$ cat config.mk
export PLATFORM = sky130hd
export DESIGN_NAME = doorbell_sequencer_flat
export DESIGN_NICKNAME = d
export VERILOG_FILES = /design/src/rtl/doorbell_pkg.sv /design/src/rtl/doorbell_sequencer_if.sv /design/src/rtl/doorbell_edge_det.sv /design/src/rtl/doorbell_sequencer.sv /design/src/flat_wrapper.sv
export SDC_FILE = /design/constraint.sdc
export NUM_CORES = 1
export LEC_CHECK = 0
export ABC_AREA = 1
export CAP_MARGIN = 20
export CORE_AREA = 2 2 58 60
export CTS_CLUSTER_DIAMETER = 50
export DETAILED_ROUTE_END_ITERATION = 10
export DIE_AREA = 0 0 60 62
export GPL_TIMING_DRIVEN = 1
export PLACE_DENSITY_LB_ADDON = 0.2
export SYNTH_ARGS = -nofsm -noshare
export SYNTH_HDL_FRONTEND = slang
export SYNTH_SLANG_ARGS = --single-unit
$ cat constraint.sdc
create_clock -name clk -period 2.8 [get_ports clk]
set_input_delay 0.7 -clock clk [delete_from_list [all_inputs] [get_ports clk]]
set_output_delay 0.7 -clock clk [all_outputs]
set_load 0.005 [all_outputs]
$ cat src/rtl/doorbell_pkg.sv
// Shared types and tone patterns for the doorbell chime sequencer.
// In each pattern, bit[step] gives the value of sel (0 = ding, 1 = dong).
package doorbell_pkg;

  typedef enum logic [1:0] {
    IDLE = 2'd0,
    TONE = 2'd1,
    GAP  = 2'd2
  } state_e;

  typedef enum logic {
    SRC_FRONT = 1'b0,
    SRC_BACK  = 1'b1
  } src_e;

  localparam logic [1:0] FRONT_PAT   = 2'b10;
  localparam int         FRONT_STEPS = 2;
  localparam logic [2:0] BACK_PAT    = 3'b111;
  localparam int         BACK_STEPS  = 3;

  function automatic logic pat_bit(input src_e src, input logic [1:0] step);
    logic [2:0] pat;
    pat = (src == SRC_BACK) ? BACK_PAT : {1'b0, FRONT_PAT};
    case (step)
      2'd0:    return pat[0];
      2'd1:    return pat[1];
      default: return pat[2];
    endcase
  endfunction

  function automatic logic [1:0] last_step(input src_e src);
    return (src == SRC_BACK) ? 2'(BACK_STEPS - 1) : 2'(FRONT_STEPS - 1);
  endfunction

endpackage

$ cat src/rtl/doorbell_sequencer_if.sv
// Button inputs and chime outputs of the doorbell sequencer.
interface doorbell_sequencer_if;
  logic btn_front;
  logic btn_back;
  logic sel;
  logic tone_en;
  logic busy;
  logic active_src;

  modport master (output btn_front, btn_back, input sel, tone_en, busy, active_src);
  modport slave  (input btn_front, btn_back, output sel, tone_en, busy, active_src);
endinterface

$ cat src/rtl/doorbell_edge_det.sv
// Rising-edge press detector; a held button yields a single press.
module doorbell_edge_det (
  input  logic clk,
  input  logic rst_n,
  input  logic btn,
  output logic press
);
  logic btn_q;

  // btn_q clears in reset so a button held across reset release reads as a press
  always_ff @(posedge clk or negedge rst_n) begin
    if (!rst_n) btn_q <= 1'b0;
    else        btn_q <= btn;
  end

  assign press = btn & ~btn_q;
endmodule

$ cat src/rtl/doorbell_sequencer.sv
// Two-source chime controller: one-deep request queue per button, round-robin
// grant, and a tone/gap sequencer that drives the doorbell mux select.
module doorbell_sequencer
  import doorbell_pkg::*;
#(
  parameter int TONE_LEN = 8,
  parameter int GAP_LEN  = 2
) (
  input logic                  clk,
  input logic                  rst_n,
  doorbell_sequencer_if.slave  bus
);
  localparam int MAX_LEN = (TONE_LEN > GAP_LEN) ? TONE_LEN : GAP_LEN;
  localparam int CNT_W   = ($clog2(MAX_LEN) < 1) ? 1 : $clog2(MAX_LEN);
  localparam logic [CNT_W-1:0] TONE_LOAD = CNT_W'(TONE_LEN - 1);
  localparam logic [CNT_W-1:0] GAP_LOAD  = CNT_W'(GAP_LEN - 1);

  logic             press_f, press_b;
  logic [1:0]       pend;
  logic             grant;
  src_e             grant_src, last_src, act_r;
  state_e           state;
  logic [1:0]       step;
  logic [CNT_W-1:0] cnt;
  logic             sel_r, tone_r, busy_r;

  doorbell_edge_det u_det_front (.clk(clk), .rst_n(rst_n), .btn(bus.btn_front), .press(press_f));
  doorbell_edge_det u_det_back  (.clk(clk), .rst_n(rst_n), .btn(bus.btn_back),  .press(press_b));

  // On a tie, the source that was not served last wins
  always_comb begin
    grant     = (state == IDLE) && (pend != 2'b00);
    grant_src = SRC_FRONT;
    if (pend == 2'b11)
      grant_src = (last_src == SRC_BACK) ? SRC_FRONT : SRC_BACK;
    else if (pend[1])
      grant_src = SRC_BACK;
  end

  // A press on the grant edge re-arms the bit, so set wins over clear
  always_ff @(posedge clk or negedge rst_n) begin
    if (!rst_n) begin
      pend <= 2'b00;
    end else begin
      pend[0] <= press_f | (pend[0] & ~(grant && grant_src == SRC_FRONT));
      pend[1] <= press_b | (pend[1] & ~(grant && grant_src == SRC_BACK));
    end
  end

  always_ff @(posedge clk or negedge rst_n) begin
    if (!rst_n) begin
      state    <= IDLE;
      step     <= 2'd0;
      cnt      <= '0;
      sel_r    <= 1'b0;
      tone_r   <= 1'b0;
      busy_r   <= 1'b0;
      act_r    <= SRC_FRONT;
      last_src <= SRC_BACK;
    end else begin
      case (state)
        IDLE: begin
          if (grant) begin
            state    <= TONE;
            step     <= 2'd0;
            cnt      <= TONE_LOAD;
            act_r    <= grant_src;
            last_src <= grant_src;
            sel_r    <= pat_bit(grant_src, 2'd0);
            tone_r   <= 1'b1;
            busy_r   <= 1'b1;
          end
        end
        TONE: begin
          if (cnt != '0) begin
            cnt <= cnt - CNT_W'(1);
          end else if (step == last_step(act_r)) begin
            state  <= IDLE;
            tone_r <= 1'b0;
            busy_r <= 1'b0;
          end else begin
            state  <= GAP;
            cnt    <= GAP_LOAD;
            tone_r <= 1'b0;
          end
        end
        GAP: begin
          if (cnt != '0) begin
            cnt <= cnt - CNT_W'(1);
          end else begin
            state  <= TONE;
            step   <= step + 2'd1;
            cnt    <= TONE_LOAD;
            sel_r  <= pat_bit(act_r, step + 2'd1);
            tone_r <= 1'b1;
          end
        end
        default: state <= IDLE;
      endcase
    end
  end

  assign bus.sel        = sel_r;
  assign bus.tone_en    = tone_r;
  assign bus.busy       = busy_r;
  assign bus.active_src = act_r;
endmodule

$ cat src/flat_wrapper.sv
// flat-port wrapper written by rule: the top's interface ports become plain ports
module doorbell_sequencer_flat import doorbell_pkg::*;
#(
  parameter int TONE_LEN = 8,
  parameter int GAP_LEN  = 2
)
  (clk, rst_n, bus_btn_front, bus_btn_back, bus_sel, bus_tone_en, bus_busy, bus_active_src);
  doorbell_sequencer_if bus_i ();
  input logic clk;
  input logic rst_n;
  input wire logic [$bits(bus_i.btn_front)-1:0] bus_btn_front;
  input wire logic [$bits(bus_i.btn_back)-1:0] bus_btn_back;
  output wire logic [$bits(bus_i.sel)-1:0] bus_sel;
  output wire logic [$bits(bus_i.tone_en)-1:0] bus_tone_en;
  output wire logic [$bits(bus_i.busy)-1:0] bus_busy;
  output wire logic [$bits(bus_i.active_src)-1:0] bus_active_src;
  assign bus_i.btn_front = bus_btn_front;
  assign bus_i.btn_back = bus_btn_back;
  assign bus_sel = bus_i.sel;
  assign bus_tone_en = bus_i.tone_en;
  assign bus_busy = bus_i.busy;
  assign bus_active_src = bus_i.active_src;
  doorbell_sequencer #(.TONE_LEN(TONE_LEN), .GAP_LEN(GAP_LEN)) u_core (.clk(clk), .rst_n(rst_n), .bus(bus_i));
endmodule
==> out/results.txt <==
Outcome: completed
GRT overflow: 0
First DRT Iteration DRCs: 6
Max-Cap Viols: 0
Reg2reg start: u_core.state[0]$_DFFE_PN0P_
Power after layout: 0.000401 W
H-tree depth: 1
FP Rows: 21
DR pass1 iterations: 4
Gr usage total: 0.104
Non-Filler Instances: 172
Routed length per instance: 9.75 um
Hold-critical path depth: 1
Final hold vios: 0
DP Wirelength: 1290 um
Die ar.: 3720 um^2
Type of origin of the critical path: flip-flop
CP cell instances: clkdlybuf4s50_1
Worst vdd ir: 0.245 mV
Setup WS pre-CTS: 1.09 ns
Fin nets: 136
Critical Path AT: 1.20 ns
Unrepaired setup endpoints after global routing: false
Antenna viol nets, final: 0
Synth area leader: dfrtp_1
Number of synthesized flops with an enable pin: 0
Starting Density: 0.283
Distinct cell type count after synthesis: 19
Final Max Slew Viols: 0
Reg2Reg Setup Slack: 1.36 ns
Core area: 3180 um^2
Hold EP: u_core.pend[0]$_DFF_PN0_
Max clock buf depth: 2
GR met1 Demand/Resource: 0.140
Static leakage: 0.532 nW
Busiest grt layer: met2
Mapped Avg Cell Area: 7.77 um^2
Worst Tran Pin Value: 0.736 ns
Largest net degree at the start of global routing: 17
Finish-stage setup viols: 0
Cells after synthesis: 116
Worst EP required: 2.10 ns
Ys Warns: 0
Share of layout cells above drive strength 1: 0.175
PwrDens: 378 nW/um^2
Mapped Nets: 125
Cell area after synthesis: 901 um^2
Family with the most delay on the worst path: buffers and inverters
First-pass GRT wire length: 2820 um
Register area share after synthesis: 0.446
Critical Path Max Stage Delay: 0.52 ns
Antenna violations before repair: 0
Setup WS post-layout: 0.901 ns
Crit path kind: reg -> out
Inserted Clock Buffers: 3
Vias per inst: 4.13
Most frequent cell after synthesis: nand2_1
Die extent in y: 62 um
Critical path depth: 1
Largest cells by area after synthesis: dfrtp_1 42%, nand2_1 17%, ha_1 6.9%, inv_1 5.4%, nand3_1 4.4%
Register bit total from synthesis: 16
Final wirelength: 1680 um
Setup TNS: 0 ns
Worst Hold Class: reg -> reg
Sink Count: 16
Async SR Flop Fraction: 1.00
Commonest cells post-synth: 40 x nand2_1, 15 x dfrtp_1, 13 x inv_1
Setup Skew: 0.00550 ns
FMAX: 527 MHz
Root buf cell: clkbuf_4
Vias in the first global route: 626
Worst hold start: u_core.u_det_front.btn_q$_DFF_PN0_
Number of diodes: 0
Post-cts resize count: 0
Total setup buffers inserted after CTS: 0
CTS tree: yes
WP buf/inv: 1
Port Buf Inserts: 7
Hold_buf cts: 0
Ys flop type: dfrtp_1
R2r endpoint: u_core.step[0]$_DFFE_PN0P_
Die Span X: 60 um
GR Layer Usage met2: 0.158
Inst Count DP: 168
Tcrit/Tclk final: 0.678
Gpl congestion: 0.731
Synthesis-to-layout area growth: 17.6%
Slew margin rel.: 0.508
# DRC: 0
I/O Pins: 8
Max stage delay cell, worst path: clkdlybuf4s50_1
Clk slew on worst S/H paths: 0.09 ns
Skew-Pair Late Insertion Delay: 0.29 ns
Worst r2r path cells: 7
Via count: 710
CP Max Fanout: 4
Met3 usage: 0.0373
Final min period: 1.90 ns
Area fraction of the dominant cell type after synthesis: 0.417
Critical path capture point type: primary output
==> kinds of logic after synthesis <==
kind of cell	synth area share
flops	0.446
buf+inv	0.0847
compound gates	0.0903
fa+ha+maj	0.0694
simple gates	0.310
==> how the worst max path moves through the flow <==
| stage | from | slack, ns | to |
|---|---|---|---|
| 6_report | u_core.bus.active_src$_DFFE_PN0P_ | 0.90 | bus_active_src |
| 5_1_grt | u_core.bus.active_src$_DFFE_PN0P_ | 0.85 | bus_active_src |
| 4_1_cts | u_core.bus.active_src$_DFFE_PN0P_ | 0.89 | bus_active_src |
| 3_5_place_dp | rst_n | 1.09 | u_core.pend[1]$_DFF_PN0_ |
| 3_3_place_gp | rst_n | 1.11 | u_core.u_det_front.btn_q$_DFF_PN0_ |
| 2_1_floorplan | u_core.state[1]$_DFFE_PN0P_ | 1.57 | u_core.cnt[1]$_DFFE_PN0P_ |
==> power by group <==
part	total (W)	internal [W]	switching [W]	leakage [nW]
clock network	0.000156	0.0000792	0.0000766	0.0210
logic	0.0000110	0.00000451	0.00000654	0.343
registers	0.000234	0.000233	0.000000796	0.168
==> state kept, by name, indices dropped and copies added (netlist names) <==
register                  flops
u_core.bus.sel                1
u_core.cnt                    3
u_core.bus.active_src         1
u_core.last_src               1
u_core.state                  2
u_core.bus.tone_en            1
u_core.u_det_front.btn_q      1
u_core.bus.busy               1
u_core.pend                   2
u_core.step                   2
u_core.u_det_back.btn_q       1
==> cell usage in the layout, fill, tap and decap left out <==
cell / n
clkdlybuf4s50_1: 7
nand2_1: 40
nor3_1: 1
nand3_1: 8
o21ai_0: 3
nor2_1: 3
dfrtp_1: 15
ha_1: 5
clkbuf_8: 1
o22ai_1: 1
o21ai_2: 2
inv_1: 13
nor2_4: 1
nand3_2: 3
clkbuf_4: 3
o31ai_1: 1
a21oi_1: 3
dfstp_2: 1
nand2_2: 5
inv_2: 6
o21ai_1: 4
==> final cells by class <==
type / instances / area (um^2)
inverter: 19 / 71.3
fill: 345 / 2120
clock buffer: 4 / 36.3
tap: 46 / 57.6
multi-input combinational: 80 / 423
timing repair buffer: 7 / 70.1
sequential: 16 / 402
==> routing by layer <==
layer,vias to the layer above,part of all wire
li1,386,-
met3,2,0.041
met2,12,0.43
met5,-,0
met1,310,0.52
met4,0,0.0060
==> per-stage QoR <==
stage / hold slack, ns / instance area [um^2] / util
5_1_grt: 0.457 / 1060 / 0.333
3_5_place_dp: 0.412 / 1020 / 0.322
6_report: 0.419 / 1060 / 0.333
2_1_floorplan: 0.400 / 901 / -
3_3_place_gp: 0.403 / 1020 / 0.322
4_1_cts: 0.427 / 1060 / 0.333
No activity file was read; power rests on OpenSTA's default activity.
